===== config.mk =====
export PLATFORM = sky130hd
export DESIGN_NAME = frame_stat_collector
export DESIGN_NICKNAME = d
export VERILOG_FILES = /design/src/rtl/img_pkg.sv /design/src/rtl/frame_accum.sv /design/src/rtl/frame_stat_collector.sv
export SDC_FILE = /design/constraint.sdc
export NUM_CORES = 1
export LEC_CHECK = 0
export CAP_MARGIN = 5
export CELL_PAD_IN_SITES_DETAIL_PLACEMENT = 1
export CELL_PAD_IN_SITES_GLOBAL_PLACEMENT = 2
export CORE_MARGIN = 1
export CORE_UTILIZATION = 21
export CTS_CLUSTER_SIZE = 12
export DETAILED_ROUTE_END_ITERATION = 16
export PLACE_DENSITY_LB_ADDON = 0.1
export REMOVE_ABC_BUFFERS = 1
export SYNTH_ARGS = -nofsm -noshare
export SYNTH_HDL_FRONTEND = slang
export SYNTH_SLANG_ARGS = --single-unit

===== constraint.sdc =====
create_clock -name clk -period 1.4 [get_ports clk]
set_input_delay 0.28 -clock clk [delete_from_list [all_inputs] [get_ports clk]]
set_output_delay 0.28 -clock clk [all_outputs]
set_load 0.02 [all_outputs]

===== src/rtl/img_pkg.sv =====
// -----------------------------------------------------------------------------
// img_pkg
// Shared definitions for the image pipeline statistics stage.
//   PIX_W          : pixel width in bits
//   SUM_W_MAX      : width of the sum field carried in frame_stats_t; any
//                    instantiated frame sum width must not exceed it
//   state_t        : frame tracking FSM state (ST_IDLE, ST_ACTIVE)
//   frame_stats_t  : min/max/sum/mean record for one frame
// -----------------------------------------------------------------------------
package img_pkg;

    localparam int unsigned PIX_W     = 8;
    localparam int unsigned SUM_W_MAX = 32;

    typedef enum logic {
        ST_IDLE   = 1'b0,
        ST_ACTIVE = 1'b1
    } state_t;

    typedef struct packed {
        logic [PIX_W-1:0]     min_v;
        logic [PIX_W-1:0]     max_v;
        logic [SUM_W_MAX-1:0] sum_v;
        logic [PIX_W-1:0]     mean_v;
    } frame_stats_t;

endpackage


===== src/rtl/frame_accum.sv =====
// -----------------------------------------------------------------------------
// frame_accum
// Running min/max/sum of the pixels of one frame plus the truncating mean.
// stats_o presents the values *including* the pixel accepted this cycle, so
// the parent can capture a complete record on the same edge as the eof pixel.
// Ports:
//   clk, rst   : clock, asynchronous active-high reset
//   clear_i    : drop the partial frame (ignored when a pixel is accepted,
//                since that pixel is then the seed of the new frame)
//   valid_i    : pixel_i is accepted this cycle
//   sof_i      : accepted pixel is the first of a frame (seeds accumulators)
//   pixel_i    : pixel value
//   stats_o    : next-state min/max/sum/mean
// -----------------------------------------------------------------------------
module frame_accum
    import img_pkg::*;
#(
    parameter int unsigned N_LOG2 = 6,
    parameter int unsigned SUM_W  = PIX_W + N_LOG2
) (
    input  logic             clk,
    input  logic             rst,
    input  logic             clear_i,
    input  logic             valid_i,
    input  logic             sof_i,
    input  logic [PIX_W-1:0] pixel_i,
    output frame_stats_t     stats_o
);

    logic [PIX_W-1:0] min_q, min_d;
    logic [PIX_W-1:0] max_q, max_d;
    logic [SUM_W-1:0] sum_q, sum_d;

    always_comb begin
        min_d = min_q;
        max_d = max_q;
        sum_d = sum_q;
        if (valid_i) begin
            if (sof_i) begin
                min_d = pixel_i;
                max_d = pixel_i;
                sum_d = SUM_W'(pixel_i);
            end else begin
                min_d = (pixel_i < min_q) ? pixel_i : min_q;
                max_d = (pixel_i > max_q) ? pixel_i : max_q;
                sum_d = sum_q + SUM_W'(pixel_i);
            end
        end else if (clear_i) begin
            min_d = '0;
            max_d = '0;
            sum_d = '0;
        end
    end

    always_ff @(posedge clk or posedge rst) begin
        if (rst) begin
            min_q <= '0;
            max_q <= '0;
            sum_q <= '0;
        end else begin
            min_q <= min_d;
            max_q <= max_d;
            sum_q <= sum_d;
        end
    end

    always_comb begin
        stats_o.min_v  = min_d;
        stats_o.max_v  = max_d;
        stats_o.sum_v  = SUM_W_MAX'(sum_d);
        stats_o.mean_v = PIX_W'(sum_d >> N_LOG2);
    end

endmodule


===== src/rtl/frame_stat_collector.sv =====
// -----------------------------------------------------------------------------
// frame_stat_collector
// Tags each accepted pixel with its raster position and sof/eol/eof markers and
// forwards it with one cycle of latency. With FRAME_STATS_EN defined, per-frame
// min/max/sum/mean are accumulated and offered through a valid/ready record at
// end of frame, with a sticky overrun flag. With FRAME_STATS_EN undefined the
// statistics outputs are tied to 0 and stats_ready is ignored.
// Ports:
//   clk, rst                   : clock, asynchronous active-high reset
//   pixel_in, valid_in         : input pixel stream (no backpressure)
//   frame_restart              : synchronous resync to the start of a frame
//   pixel_out, valid_out       : registered pixel stream
//   x_out, y_out               : position of pixel_out
//   sof_out, eol_out, eof_out  : frame/line markers of pixel_out
//   stats_valid, stats_ready   : statistics record handshake
//   stat_min/max/sum/mean      : statistics record
//   stat_overrun               : sticky, record overwritten before acceptance
// -----------------------------------------------------------------------------
module frame_stat_collector
    import img_pkg::*;
#(
    parameter int unsigned IMG_W = 8,
    parameter int unsigned IMG_H = 8,
    localparam int unsigned XW    = $clog2(IMG_W),
    localparam int unsigned YW    = $clog2(IMG_H),
    localparam int unsigned SUM_W = PIX_W + XW + YW
) (
    input  logic             clk,
    input  logic             rst,
    input  logic [PIX_W-1:0] pixel_in,
    input  logic             valid_in,
    input  logic             frame_restart,
    output logic [PIX_W-1:0] pixel_out,
    output logic             valid_out,
    output logic [XW-1:0]    x_out,
    output logic [YW-1:0]    y_out,
    output logic             sof_out,
    output logic             eol_out,
    output logic             eof_out,
    output logic             stats_valid,
    input  logic             stats_ready,
    output logic [PIX_W-1:0] stat_min,
    output logic [PIX_W-1:0] stat_max,
    output logic [PIX_W-1:0] stat_mean,
    output logic [SUM_W-1:0] stat_sum,
    output logic             stat_overrun
);

    state_t         state_q, state_d;
    logic [XW-1:0]  x_q, x_d, x_cur;
    logic [YW-1:0]  y_q, y_d, y_cur;
    logic           last_col, last_row;
    logic           sof_d, eol_d, eof_d;

    // frame_restart acts as if the counters and FSM were already cleared, so a
    // pixel arriving in the same cycle is evaluated as the sof at (0,0).
    always_comb begin
        x_cur    = frame_restart ? '0 : x_q;
        y_cur    = frame_restart ? '0 : y_q;
        last_col = (x_cur == XW'(IMG_W - 1));
        last_row = (y_cur == YW'(IMG_H - 1));
        sof_d    = valid_in && (frame_restart || state_q == ST_IDLE);
        eol_d    = valid_in && last_col;
        eof_d    = valid_in && last_col && last_row;

        x_d      = x_cur;
        y_d      = y_cur;
        state_d  = frame_restart ? ST_IDLE : state_q;
        if (valid_in) begin
            x_d     = last_col ? '0 : x_cur + XW'(1);
            if (last_col) begin
                y_d = last_row ? '0 : y_cur + YW'(1);
            end
            state_d = eof_d ? ST_IDLE : ST_ACTIVE;
        end
    end

    always_ff @(posedge clk or posedge rst) begin
        if (rst) begin
            state_q   <= ST_IDLE;
            x_q       <= '0;
            y_q       <= '0;
            pixel_out <= '0;
            valid_out <= 1'b0;
            x_out     <= '0;
            y_out     <= '0;
            sof_out   <= 1'b0;
            eol_out   <= 1'b0;
            eof_out   <= 1'b0;
        end else begin
            state_q   <= state_d;
            x_q       <= x_d;
            y_q       <= y_d;
            valid_out <= valid_in;
            sof_out   <= sof_d;
            eol_out   <= eol_d;
            eof_out   <= eof_d;
            if (valid_in) begin
                pixel_out <= pixel_in;
                x_out     <= x_cur;
                y_out     <= y_cur;
            end
        end
    end

`ifdef FRAME_STATS_EN
    frame_stats_t acc_next;

    frame_accum #(
        .N_LOG2 (XW + YW),
        .SUM_W  (SUM_W)
    ) u_accum (
        .clk     (clk),
        .rst     (rst),
        .clear_i (frame_restart),
        .valid_i (valid_in),
        .sof_i   (sof_d),
        .pixel_i (pixel_in),
        .stats_o (acc_next)
    );

    if (SUM_W < SUM_W_MAX) begin : g_sum_hi
        logic unused_sum_hi;
        assign unused_sum_hi = ^acc_next.sum_v[SUM_W_MAX-1:SUM_W];
    end

    // A load takes priority over a ready-clear: the new record is held valid
    // even when the consumer accepts the old one in the same cycle.
    always_ff @(posedge clk or posedge rst) begin
        if (rst) begin
            stats_valid  <= 1'b0;
            stat_min     <= '0;
            stat_max     <= '0;
            stat_sum     <= '0;
            stat_mean    <= '0;
            stat_overrun <= 1'b0;
        end else if (eof_d) begin
            stats_valid <= 1'b1;
            stat_min    <= acc_next.min_v;
            stat_max    <= acc_next.max_v;
            stat_sum    <= acc_next.sum_v[SUM_W-1:0];
            stat_mean   <= acc_next.mean_v;
            if (stats_valid && !stats_ready) begin
                stat_overrun <= 1'b1;
            end
        end else if (stats_ready) begin
            stats_valid <= 1'b0;
        end
    end
`else
    logic unused_stats_ready;
    assign unused_stats_ready = stats_ready;

    assign stats_valid  = 1'b0;
    assign stat_min     = '0;
    assign stat_max     = '0;
    assign stat_sum     = '0;
    assign stat_mean    = '0;
    assign stat_overrun = 1'b0;
`endif

endmodule


Yosys cells after proc, flatten, opt, wreduce, memory -nomap -nowiden
Cells that the tools add are included.

Memory bits (writable): 0. Bits in registers: 25. Bits in latches: 0. ROM bits: 0. Output and inout bits: 58. Memories kept: 0. Bits of input ports: 13. Logic and storage cells: 30.

Bitwise gates (word level): 1. Equal/unequal tests: 2. Multiply operators: 0. Mux-type cells: 10. Reduce and logical (&&, ||, !) cells: 5. Add/subtract/negate cells: 2. Shifts and indexed selects: 0. Magnitude comparators: 0. Div/mod/pow operators: 0.

Operators by type and width (number): $mux W3 (7); $add A3 B1 Y3 const B (2); $eq A3 B3 Y1 const B (2); $logic_and A1 B1 Y1 (3); $mux W1 (3); $reduce_bool A2 Y1 (1); $logic_or A1 B1 Y1 (1); $not A1 Y1 (1).

Logic depth before layout (Yosys ltp)
Depth in word-level cells: 6. Mapped depth: 6. Depth with buffers taken out: 5.

Worst setup path before layout
No wires, ideal clock.

Path type: reg-to-reg. From: reg x_q[0]. To: reg y_q[1]. Path buffers: 1. Period minus slack after synthesis: 1.517 ns. Cell stages (with the launch flop): 7. Data arrival time: 1.392 ns. Data required time: 1.275 ns. Setup time: 0.125 ns. Path slack: -0.117 ns. Cells stage by stage: dfrtp_1 nor2b_1 ha_1 ha_1 and2_4 buf_6 mux2_4.

Longest elaborated chain between the ends: 4.

Ends and longest elaborated chain: from (decl) (line frame_stat_collector.sv:50) `logic [XW-1:0] x_q, x_d, x_cur;`; from (signal assigned) (line frame_stat_collector.sv:81) `x_q <= '0;`; from (signal assigned) (line frame_stat_collector.sv:92) `x_q <= x_d;`; $mux W3 (line frame_stat_collector.sv:58) `x_cur = frame_restart ? '0 : x_q;`; via x_cur[0] (line frame_stat_collector.sv:50); $eq A3 B3 Y1 (line frame_stat_collector.sv:60) `last_col = (x_cur == XW'(IMG_W - 1));`; $mux W3 (line frame_stat_collector.sv:71) `if (last_col) begin`; $mux W3 (line frame_stat_collector.sv:69) `if (valid_in) begin`; via y_d[1] (line frame_stat_collector.sv:51) `logic [YW-1:0] y_q, y_d, y_cur;`; to (signal assigned) (line frame_stat_collector.sv:93) `y_q <= y_d;`; to (decl) (line frame_stat_collector.sv:51).

The timed path passes the listed nets, and every way through them passes these cells. A chain may end at the register's enable or synchronous reset.

Worst setup path in the final report
Same ends and word-level chain as after synthesis.

==> impl_metrics.py <==
metrics = {
    "power": {
        "switching_power_uw": 460.2,
        "switching_share_pct": 29.37,
        "seqPwrFrac_pct": 50.1,
        "p_total_uw": 1567,
        "leakagePower_uw": 0.0008936,
        "vdd_drop_max_mv": 0.3995,
        "cellPowerDensity_nw_per_um2": 922.6,
        "cellInternalPower_uw": 1106,
        "p_clk_share_pct": 27.4,
        "combPwrFrac_pct": 22.5,
    },
    "finish": {
        "layout_commonest_cell": "conb_1",
        "layout_common_cells": "conb_1 (40), dfrtp_1 (25), dlygate4sd2_1 (18)",
        "multi_input_area_um2": 545.5,
        "drive_gt1_share_pct": 29.53,
        "regArea_um2": 625.6,
        "area_growth_pct": 29.12,
        "fill_cells": 676,
        "fin_nets": 167,
        "diodes": 0,
        "fin_util_pct": 28.34,
    },
    "yosys": {
        "synth-seq-area-share_pct": 47.57,
        "synth_cell_types": 16,
        "synth_cells": 106,
        "syn_avg_cell_area_um2": 12.41,
        "yosys_warnings": 0,
        "netlist_area_um2": 1315,
        "synth_seq_cells": 25,
    },
    "die": {
        "die_h_um": 81.13,
        "rows": 28,
        "placeableCoreArea_um2": 5991,
        "dieWidth_um": 81.13,
        "die-area_um2": 6582,
        "ios": 71,
        "start_util_pct": 21.95,
    },
    "setup_path": {
        "cp-end-kind": "register",
        "worst-endpoint-required_ns": 1.55,
        "ff2ff_setup_slack_ns": 0.004,
        "critPathMaxFanout": 4,
        "crit_arrival_ns": 1.55,
        "critPathKind": "register to register",
        "worstSetupStartpointType": "register",
    },
    "sta": {
        "rsz0062_at_grt": "true",
        "hold_violations": 0,
        "setup_violations": 0,
        "period_share_pct": 99.70,
        "min_period_ns": 1.396,
        "maxSlewViolCount": 0,
        "fin_skew_ns": 0.002116,
        "max_freq_mhz": 716.4,
    },
    "clock_network": {
        "clockRootBuffer": "clkbuf_8",
        "cts_buffer_depth": 2,
        "clk_pin_slew_ns": 0.09,
        "worstSkewPairLatency_ns": 0.26,
        "htreeDepth": 1,
        "cts_setup_buffers": 0,
        "cts_tree": "done",
        "clkSinkCount": 25,
        "cts_buffers": 3,
        "cts_hold_buf": 0,
    },
    "drt": {
        "drt_iter0_drc": 12,
        "detail-route-antenna-nets": 0,
        "routedWlPerCell_um": 11.02,
        "route.detailed.drc": 0,
        "first_pass_iters": 2,
        "vias": 737,
        "routed_wl_um": 2469,
        "vias_per_cell": 3.290,
    },
    "grt": {
        "grt_pass1_wl_um": 3843,
        "grt_usage_pct": 8.116,
        "grt_max_degree": 14,
        "antenna_found_initial": 0,
        "grt_overflow_total": 0,
        "grt_pass1_vias": 742,
    },
    "placement": {
        "port_buffers": 29,
        "place_congestion": 0.6674,
        "dpl.hpwl_um": 1902,
    },
    "job": {
        "cap_violations": 0,
    },
    "worst_hold_path": {
        "min_path_type": "primary input to async pin",
    },
    "status": {
        "status": "complete, no violations",
    },
}
## cells in the mapped netlist (all sizes together)
master / n / area share (%)
ha: 4 / 3.8
buf: 43 / 25
nand2b: 1 / 0.48
xor2: 1 / 0.67
xnor2: 1 / 0.67
dfrtp: 25 / 48
inv: 2 / 0.57
mux2: 18 / 16
conb: 1 / 0.29
nor2b: 6 / 2.9
and2: 2 / 1.1
and3: 1 / 0.48
a21oi: 1 / 0.38
## state kept, by name (all words and copies together) (netlist names)
signal,cells
y_q,3
pixel_out,8
valid_out,1
state_q,1
eol_out,1
x_out,3
x_q,3
sof_out,1
y_out,3
eof_out,1
## per-stage QoR
stage	hold slack, ns	cell area [µm²]	worst slack (ns)	TNS, ns	instances
CTS	0.3274	1687	-0.05966	-0.08957	224
global placement	0.4946	1633	-0.4814	-5.848	220
detailed placement	0.4962	1633	-0.5294	-5.992	220
finish	0.3368	1698	0.004189	0	224
global route	0.3441	1698	-0.03204	-0.06131	224
floorplan	0.3073	1131	-0.02851	-0.05703	102
## cell families (layout without fill, tap and decap cells)
| logic type | count (synthesis) | after routing | synth area share [%] |
|---|---|---|---|
| AO/OA/AOI/OAI | 1 | 1 | 0.3802 |
| XOR/XNOR | 2 | 2 | 1.332 |
| adder cells (fa/ha/maj) | 4 | 4 | 3.806 |
| buffers and inverters | 45 | 49 | 25.69 |
| flip-flops | 25 | 25 | 47.57 |
| multiplexers | 18 | 18 | 15.98 |
| other | 1 | 40 | 0.2852 |
| AND/OR/NAND/NOR | 10 | 10 | 4.949 |
## metal layers
| metal | up-vias | GRT usage (%) | routed length [µm] |
|---|---|---|---|
| li1 | 343 | - | - |
| met1 | 360 | 9.766 | 982 |
| met2 | 32 | 13.53 | 1302 |
| met3 | 2 | 2.697 | 162 |
| met4 | 0 | 2.679 | 21 |
| met5 | - | 0 | 0 |
## path summary, 6_finish.rpt
kind	cells past startpoint	to	from
max	5	y_q[1]$_DFF_PP0_	x_q[0]$_DFF_PP0_
min	3	pixel_out[2]$_DFFE_PP0P_	rst
max reg2reg	5	y_q[1]$_DFF_PP0_	x_q[0]$_DFF_PP0_
min reg2reg	1	pixel_out[6]$_DFFE_PP0P_	pixel_out[6]$_DFFE_PP0P_
max in group asynchronous	3	x_out[2]$_DFFE_PP0P_	rst
min in group clk	1	pixel_out[6]$_DFFE_PP0P_	pixel_out[6]$_DFFE_PP0P_
## repair_timing
item                       in CTS  in global routing
resized for setup              27                  5
pin swaps                       1                  0
cloned                          0                  0
setup endpoints to repair      24                  3
## worst max-delay path, cell delays in order (launching register included)
cell and delay, ns:
dfrtp_1 0.38, nor2b_4 0.13, ha_4 0.16, ha_4 0.15, and2_4 0.17, mux2_4 0.30
## layout make-up
type | instances | area share [%]
Inverter | 2 | 0.4422
Clock buffer | 4 | 2.653
Multi-Input combinational cell | 75 | 32.13
Tap cell | 75 | 5.527
Timing Repair Buffer | 43 | 22.40
Sequential cell | 25 | 36.85
## power by group through the flow
stage	sequential, µW	combinational [µW]	clock [µW]
3_5_place_dp	800	367	0
6_report	786	352	429
5_1_grt	794	382	490
4_1_cts	787	352	471
2_1_floorplan	842	161	0
3_3_place_gp	800	363	0
No activity file was read; power rests on OpenSTA's default activity.
